## config.mk

```make
export PLATFORM = sky130hd
export DESIGN_NAME = fetch_unit
export DESIGN_NICKNAME = d
export VERILOG_FILES = /design/src/rtl/riscv_fetch_pkg.sv /design/src/rtl/fetch_fifo.sv /design/src/rtl/fetch_unit.sv
export SDC_FILE = /design/constraint.sdc
export NUM_CORES = 1
export LEC_CHECK = 0
export ABC_AREA = 0
export BUFFER_PORTS_ARGS = -buffer_cell sky130_fd_sc_hd__buf_2
export CAP_MARGIN = 10
export CELL_PAD_IN_SITES_DETAIL_PLACEMENT = 0
export CELL_PAD_IN_SITES_GLOBAL_PLACEMENT = 1
export CORE_MARGIN = 2
export CORE_UTILIZATION = 48
export CTS_CLUSTER_DIAMETER = 100
export DETAILED_ROUTE_END_ITERATION = 6
export GPL_TIMING_DRIVEN = 0
export PLACE_DENSITY = 0.88
export SYNTH_ARGS = -nofsm -noshare
export SYNTH_HDL_FRONTEND = slang
export SYNTH_HIERARCHICAL = 1
export SYNTH_SLANG_ARGS = --single-unit
```

## constraint.sdc

```tcl
create_clock -name clk -period 12.2 [get_ports clk]
set_input_delay 0.61 -clock clk [delete_from_list [all_inputs] [get_ports clk]]
set_output_delay 0.61 -clock clk [all_outputs]
set_load 0.005 [all_outputs]
```

## src/rtl/riscv_fetch_pkg.sv

```systemverilog
// riscv_fetch_pkg: shared widths, fetch FSM states and the {pc, instr} entry type
package riscv_fetch_pkg;
    localparam int XLEN        = 32;
    localparam int INSTR_BYTES = 4;

    typedef enum logic [1:0] {
        BOOT  = 2'd0,
        RUN   = 2'd1,
        FLUSH = 2'd2
    } fetch_state_t;

    typedef struct packed {
        logic [XLEN-1:0] pc;
        logic [XLEN-1:0] instr;
    } fetch_entry_t;
endpackage

```

## src/rtl/fetch_fifo.sv

```systemverilog
// fetch_fifo: synchronous FIFO of fetch entries with registered storage; clear beats push/pop
module fetch_fifo
    import riscv_fetch_pkg::*;
#(
    parameter  int DEPTH = 2,
    localparam int AW    = $clog2(DEPTH)
) (
    input  logic         clk,
    input  logic         res,
    input  logic         push,
    input  logic         pop,
    input  logic         clear,
    input  fetch_entry_t din,
    output fetch_entry_t dout,
    output logic         full,
    output logic         empty,
    output logic [AW:0]  count
);
    fetch_entry_t mem [DEPTH];
    logic [AW:0]  wp, rp;
    logic         do_push, do_pop;

    assign count   = wp - rp;
    assign full    = count == (AW+1)'(DEPTH);
    assign empty   = count == '0;
    assign do_push = push && (!full || pop);
    assign do_pop  = pop && !empty;
    assign dout    = mem[rp[AW-1:0]];

    // Read/write pointers; extra MSB tells full from empty
    always_ff @(posedge clk or negedge res) begin
        if (!res) begin
            wp <= '0;
            rp <= '0;
        end else if (clear) begin
            wp <= '0;
            rp <= '0;
        end else begin
            if (do_push) wp <= wp + 1'b1;
            if (do_pop) rp <= rp + 1'b1;
        end
    end

    // Entry storage needs no reset; only slots behind the pointers are ever read
    always_ff @(posedge clk) begin
        if (do_push && !clear) mem[wp[AW-1:0]] <= din;
    end
endmodule

```

## src/rtl/fetch_unit.sv

```systemverilog
// fetch_unit: sequential PC fetch with credit-limited requests, response FIFO and redirect flush; FETCH_PERF_EN adds perf counters
module fetch_unit
    import riscv_fetch_pkg::*;
#(
    parameter logic [XLEN-1:0] RESET_PC   = 32'h0000_0000,
    parameter int              FIFO_DEPTH = 2
) (
    input  logic            clk,
    input  logic            res,
    output logic            imem_req_valid,
    input  logic            imem_req_ready,
    output logic [XLEN-1:0] imem_req_addr,
    input  logic            imem_rsp_valid,
    input  logic [XLEN-1:0] imem_rsp_data,
    input  logic            redirect_valid,
    input  logic [XLEN-1:0] redirect_pc,
    output logic            instr_valid,
    input  logic            instr_ready,
    output logic [XLEN-1:0] instr_data,
    output logic [XLEN-1:0] instr_pc
`ifdef FETCH_PERF_EN
    ,
    output logic [31:0]     perf_fetched,
    output logic [31:0]     perf_stall
`endif
);
    localparam int CW = $clog2(FIFO_DEPTH) + 1;

    fetch_state_t    state;
    logic [XLEN-1:0] fetch_pc, rsp_pc, target;
    logic [CW-1:0]   outstanding, discard, count, out_after_rsp;
    logic [CW:0]     in_use;
    logic            accept, push, pop, full, empty;
    fetch_entry_t    head;

    assign target         = redirect_pc & ~XLEN'(INSTR_BYTES - 1);
    assign in_use         = {1'b0, outstanding} + {1'b0, count};
    assign imem_req_valid = state == RUN && !redirect_valid && in_use < (CW+1)'(FIFO_DEPTH);
    assign imem_req_addr  = fetch_pc;
    assign accept         = imem_req_valid && imem_req_ready;
    assign push           = state == RUN && imem_rsp_valid && !redirect_valid && (!full || pop);
    assign pop            = instr_valid && instr_ready && !redirect_valid;
    assign out_after_rsp  = outstanding - CW'(imem_rsp_valid);
    assign instr_valid    = !empty;
    assign instr_pc       = head.pc;
    assign instr_data     = head.instr;

    fetch_fifo #(.DEPTH(FIFO_DEPTH)) u_fifo (
        .clk   (clk),
        .res   (res),
        .push  (push),
        .pop   (pop),
        .clear (redirect_valid),
        .din   ('{pc: rsp_pc, instr: imem_rsp_data}),
        .dout  (head),
        .full  (full),
        .empty (empty),
        .count (count)
    );

    // Control state, PC counters and in-flight bookkeeping; a redirect overrides everything else
    always_ff @(posedge clk or negedge res) begin
        if (!res) begin
            state       <= BOOT;
            fetch_pc    <= RESET_PC;
            rsp_pc      <= RESET_PC;
            outstanding <= '0;
            discard     <= '0;
        end else if (redirect_valid) begin
            state       <= out_after_rsp != '0 ? FLUSH : RUN;
            fetch_pc    <= target;
            rsp_pc      <= target;
            outstanding <= out_after_rsp;
            discard     <= out_after_rsp;
        end else begin
            outstanding <= out_after_rsp + CW'(accept);
            if (accept) fetch_pc <= fetch_pc + XLEN'(INSTR_BYTES);
            if (push) rsp_pc <= rsp_pc + XLEN'(INSTR_BYTES);
            if (state == BOOT) state <= RUN;
            if (state == FLUSH && imem_rsp_valid) begin
                discard <= discard - 1'b1;
                if (discard == CW'(1)) state <= RUN;
            end
        end
    end

`ifdef FETCH_PERF_EN
    // Delivered-instruction and request-stall counters, free-running and wrapping
    always_ff @(posedge clk or negedge res) begin
        if (!res) begin
            perf_fetched <= '0;
            perf_stall   <= '0;
        end else begin
            if (instr_valid && instr_ready) perf_fetched <= perf_fetched + 1'b1;
            if (imem_req_valid && !imem_req_ready) perf_stall <= perf_stall + 1'b1;
        end
    end
`endif
endmodule

```

==> reports/metrics.yaml, run 1 <==
worst_slew_pin_slew_ns: 0.9917
vias: 6055
crit_slowest_cell: "nor3_2"
final_common_cell: "buf_2"
critPathKind: "reg2reg"
tns_ns: 0
drc: 0
cts.sinks: 198
rr_startpoint: "u_fifo/wp[0]$_DFFE_PN0P_"
drv_slew: 0
m1WireLength_um: 9526
rows: 49
end_kind: "flop"
cpPeakStageDelay_ns: 0.77
area_delta_synth_final_pct: 20.96
die_y_um: 139.2
io_pins: 168
postCtsHoldBufs: 0
cts_tree: "done"
syn_inst: 643
cp_top_family: "simple AND/OR/NAND/NOR gates"
dpl_worst_slack_ns: 8.157
port_buffers: 163
holdWs_ns: 0.01864
via_per_inst: 5.581
grt_pass1_wl_um: 32290
grt_max_degree: 60
synth-main-ff-cell: "edfxtp_1"
setup_viol: 0
grtUsageTotal_pct: 21.54
wire_per_inst_um: 19.10
hp-class: "in2async"
grt-ovfl-total: 0
clkTransAtPathRegs_ns: 0.08
wirelength_um: 20730
finish.utilization_pct: 59.05
core-area_sq_mm: 0.01796
skew_ns: 0.01105
relSlewSlack_pct: 32.96
place.gp.congestion: 0.8958
initial_core_util_pct: 48.82
ir_drop_v: 0.00009918
ctsResizeCount: 0
layout_common_cells: "171 x buf_2, 128 x edfxtp_1, 86 x mux2_2"
async_reset_ff_share_pct: 35.35
cts_buffers: 17
ys_seq_area_share_pct: 63.80
top_layer_used: "met4"
post_cts_buffers: 0
clockBufferDepth: 2
cp.depth: 11
status: "finished clean"
antenna_found_initial: 0
crit_arrival_ns: 4.18
die_x_um: 139.2
p_leak_nw: 4.044
hold_viol: 0
final_area_sq_mm: 0.01061
crit_top_cell: "buf_6"
final_layout_size_suffix_gt1_share_pct: 37.03
final_nets: 920
rsz0062_at_grt: "no"
cap_violations: 0
cp.required_ns: 12.34
fin_crit_sh_pct: 33.06
synth.avg_cell_area_sq_um: 13.64
clock.fmax_mhz: 248.0
yosys.cell_types.count: 57
dr_wl_met3_um: 1352
clock_latency_ns: 0.43
antenna_left: 0
synth_edf_count: 128
place_area_sq_mm: 0.01007
antenna_cells: 0
grt_pass1_vias: 5719
die-area_sq_mm: 0.01937
hpwl_um: 15240
p_per_area_mw_per_mm2: 142.8
root_buffer: "clkbuf_16"
met2_length_um: 9556
path_cells: "inv_1 > ha_1 > and2_1 > nand2b_1 > clkbuf_1 > a21oi_1 > o21ai_0 > nor3_2 > buf_6 > buf_8 > buf_6"
worst-path-buf-inv: 5
dr.pass1.iters: 4
drt-initial-drc-count: 437
setup_ws_ns: 8.167
htreeDepth: 4
crit_start: "u_fifo/wp[0]$_DFFE_PN0P_"
reg2reg_depth: 11
yosys_warnings: 6
crit_fanout: 11
critical_path.startpoint_type: "flop"
timing.final.crit_period_ns: 4.033
syn_area_sq_mm: 0.008770
synth-seq-cells: 198
==> cell usage after synthesis, types with 2 or more instances <==
cell        n  area [sq um]
a211oi_1    3         22.52
a21boi_0    5         37.54
a21oi_1    17         85.08
a311oi_1    2         17.52
a31oi_1     4         25.02
and2_1      6         37.54
and3_1      9         56.30
and4_1      3         26.28
buf_1       2         7.510
buf_2       9         45.04
buf_4       4         30.03
buf_6       2         22.52
clkbuf_1   10         37.54
dfrtp_1    70          1752
edfxtp_1  128          3844
ha_1        6         75.07
inv_1      12         45.04
mux2_2     86         968.4
mux2i_1     3         30.03
nand2_1    47         176.4
nand2b_1    6         37.54
nand3_1    35         175.2
nand4_1    32         200.2
nor2_1     25         93.84
nor2b_1     4         25.02
nor3_1     10         50.05
nor4_1      4         25.02
o211ai_1    9         67.56
o21ai_0    11         55.05
o21ai_1     2         10.01
o311ai_0    6         52.55
or4_1       2         15.01
xnor2_1    26         227.7
xor2_1     20         175.2
==> metal layers <==
metal | vias up | global-route usage, %
met5 | - | 0
met3 | 24 | 3.833
met1 | 2953 | 31.30
met4 | 0 | 6.699
li1 | 2811 | -
met2 | 267 | 33.34
==> worst paths after layout <==
check	endpoint	slack (ns)
max	u_fifo/mem[1][57]$_DFFE_PP_	8.17
min	imem_req_addr[16]$_DFFE_PN0P_	0.02
max reg2reg	u_fifo/mem[1][57]$_DFFE_PP_	8.17
min reg2reg	u_fifo/mem[0][63]$_DFFE_PP_	0.52
max in group asynchronous	rsp_pc[30]$_DFFE_PN0P_	11.62
min in group clk	u_fifo/mem[1][17]$_DFFE_PP_	0.37
==> per-stage QoR <==
step	std cells	power, mW
final	1085	1.515
after global routing	1085	1.581
after CTS	1085	1.523
after detailed placement	1053	1.015
after global placement	1040	1.007
after floorplan	648	0.9279
==> report_power, final <==
part	internal (mW)	leakage, nW	switching (mW)
registers	0.764	1.98	0.0464
logic	0.0867	1.82	0.106
clock network	0.261	0.243	0.250
==> worst register-to-register path, cell delays in order, from the launching register on <==
cell and delay, ns:
dfrtp_1 0.44, inv_1 0.09, ha_1 0.38, and2_1 0.19
nand2b_1 0.14, clkbuf_1 0.19, a21oi_1 0.65, o21ai_0 0.33
nor3_2 0.78, buf_6 0.26, buf_8 0.17, buf_6 0.16
==> sequential cells by signal, summed over array words and instances (netlist names) <==
signal and flops:
discard 2, imem_req_addr 30, outstanding 2, rsp_pc 30, state 2, u_fifo/mem 128
u_fifo/rp 2, u_fifo/wp 2
==> logic make-up (layout without fill, tap and decap cells) <==
family	after synthesis	count (layout)	share of synthesized area [%]
other cells	1	6	0.04276
buf+inv	41	249	2.283
flops	198	198	63.80
compound gates	65	65	4.808
mux	89	89	11.39
fa+ha+maj	7	7	1.084
xor+xnor	47	47	4.780
simple gates	195	195	11.81
==> area by class of cell <==
| class | count | area, sq um |
|---|---|---|
| fillers | 1467 | 7356 |
| flip-flops and latches | 198 | 5595 |
| multi-input cells | 409 | 3003 |
| repair buffers | 176 | 988.4 |
| clock buffers | 17 | 425.4 |
| well taps | 229 | 286.5 |
| plain buffers | 27 | 142.6 |
| clock inverters | 15 | 108.9 |
| inverters | 14 | 57.56 |
(Power assumes the default switching activity.)
==> inputs of run 2 (changes only) <==
--- a/config.mk
+++ b/config.mk
@@ -11,11 +11,11 @@
 export CELL_PAD_IN_SITES_DETAIL_PLACEMENT = 0
 export CELL_PAD_IN_SITES_GLOBAL_PLACEMENT = 1
 export CORE_MARGIN = 2
-export CORE_UTILIZATION = 48
+export CORE_UTILIZATION = 41
 export CTS_CLUSTER_DIAMETER = 100
 export DETAILED_ROUTE_END_ITERATION = 6
 export GPL_TIMING_DRIVEN = 0
-export PLACE_DENSITY = 0.88
+export PLACE_DENSITY = 0.81
 export SYNTH_ARGS = -nofsm -noshare
 export SYNTH_HDL_FRONTEND = slang
 export SYNTH_HIERARCHICAL = 1
==> constraint.sdc (replaced) <==
create_clock -name clk -period 3.4 [get_ports clk]
set_input_delay 0.17 -clock clk [delete_from_list [all_inputs] [get_ports clk]]
set_output_delay 0.17 -clock clk [all_outputs]
set_load 0.005 [all_outputs]
==> reports/metrics.yaml, run 2 (same netlist as run 1, synthesis figures left out) <==
status: "finished clean"
initial_core_util_pct: 41.72
grt_pass1_wl_um: 33170
cap_violations: 0
totalPowerFinal_mw: 5.633
wirelength_um: 21200
antenna_left: 0
final_nets: 961
critical_path.startpoint_type: "flop"
fin_crit_sh_pct: 95.26
crit_fanout: 7
port_buffers: 163
fillers: 1819
instances_no_fill: 1172
antenna_cells: 0
tns_ns: 0
grt_pass1_vias: 6117
dr.pass1.iters: 5
die-area_sq_mm: 0.02258
clock.fmax_mhz: 308.8
cts_buffers: 17
layout_common_cells: "170 x buf_2, 128 x edfxtp_1, 86 x mux2_2"
io_pins: 168
regArea_sq_mm: 0.005599
crit_arrival_ns: 3.54
rr_startpoint: "u_fifo/wp[0]$_DFFE_PN0P_"
drc: 0
clockBufferDepth: 2
worstReg2RegEnd: "imem_req_addr[23]$_DFFE_PN0P_"
final_layout_size_suffix_gt1_share_pct: 37.01
cp.required_ns: 3.70
finish.utilization_pct: 53.65
cts_tree: "done"
hp-class: "in2reg"
die_x_um: 150.3
rsz0062_at_grt: "no"
drv_slew: 0
critPathCapture: "imem_req_addr[23]$_DFFE_PN0P_"
skew_ns: 0.01330
crit_start: "u_fifo/wp[0]$_DFFE_PN0P_"
area_delta_synth_final_pct: 28.61
place.gp.congestion: 0.8933
wire_per_inst_um: 18.09
holdWs_ns: 0.003643
timing.final.crit_period_ns: 3.239
critPathKind: "reg2reg"
p_per_area_mw_per_mm2: 499.5
antenna_found_initial: 0
vias: 6103
core-area_sq_mm: 0.02102
place_area_sq_mm: 0.01022
grt-ovfl-total: 0
root_buffer: "clkbuf_16"
rows: 53
setup_ws_ns: 0.1613
reg2reg_depth: 11
worst_slew_pin_slew_ns: 0.9419
final_area_sq_mm: 0.01128
final_common_cell: "buf_2"
clkTransAtPathRegs_ns: 0.08
via_per_inst: 5.207
hold_viol: 0
htreeDepth: 4
dpl_worst_slack_ns: -0.04487
cts.sinks: 198
setup_viol: 0
largest_register_ffs: 128
clock_latency_ns: 0.43
drt-initial-drc-count: 404
end_kind: "flop"
ir_drop_v: 0.0003434
die_y_um: 150.3
grtUsageTotal_pct: 19.28
dpl.cell_count: 1093
multi_input_area_sq_mm: 0.003098
grt_max_degree: 50
r2r_setup_slack_ns: 0.16
relSlewSlack_pct: 36.32
p_leak_nw: 4.316
hpwl_um: 15320
==> run 2: report_power, final <==
group          switching, mW  internal [mW]  total, mW
Sequential             0.163           2.74       2.91
Clock                  0.868           1.07       1.94
Combinational          0.409          0.384      0.793
==> run 2: routing by layer <==
metal  global-route usage [%]  part of all wire, %  up-vias
met3                    4.212                  6.2       23
met4                    5.000                  1.3        0
met2                    30.91                   46      208
met1                    26.75                   46     2987
li1                         -                    -     2885
met5                        0                    0        -
==> run 2: final cells by class <==
type / instances / area share [%]
flip-flops and latches: 198 / 49.65
plain buffers: 27 / 1.409
well taps: 275 / 3.051
multi-input cells: 409 / 27.47
inverters: 14 / 0.5103
repair buffers: 217 / 12.85
clock inverters: 8 / 0.5214
clock buffers: 24 / 4.548
==> run 2: worst min-delay path by stage <==
stage | start | to | slack (ns) | cells past startpoint
after floorplan | res | discard[0]$_DFFE_PN0P_ | -0.13 | 0
after global placement | imem_rsp_data[4] | u_fifo/mem[0][4]$_DFFE_PP_ | 0.36 | 1
after detailed placement | res | imem_req_addr[7]$_DFFE_PN0P_ | 0.09 | 1
after CTS | redirect_pc[28] | rsp_pc[28]$_DFFE_PN0P_ | 0.0009 | 3
after global routing | redirect_pc[22] | imem_req_addr[22]$_DFFE_PN0P_ | 0.0009 | 2
final | redirect_pc[28] | rsp_pc[28]$_DFFE_PN0P_ | 0.004 | 3
==> run 2: timing repair <==
item / CTS / global route
pin swaps: 1 / 3
endpoints found under the hold margin: 141 / 0
resized for setup: 1 / 7
setup buffers: 1 / 7
hold buffers: 39 / 0
endpoints found under the setup margin: 7 / 16
==> run 2: critical path, cell delays in order, from the launching register on <==
cell	delay, ns
dfrtp_2	0.37
inv_2	0.06
ha_4	0.27
inv_1	0.07
and2_1	0.16
fa_1	0.51
or4b_4	0.53
buf_6	0.15
nor4_2	0.46
nand2_1	0.18
o211ai_1	0.22
o311ai_1	0.12
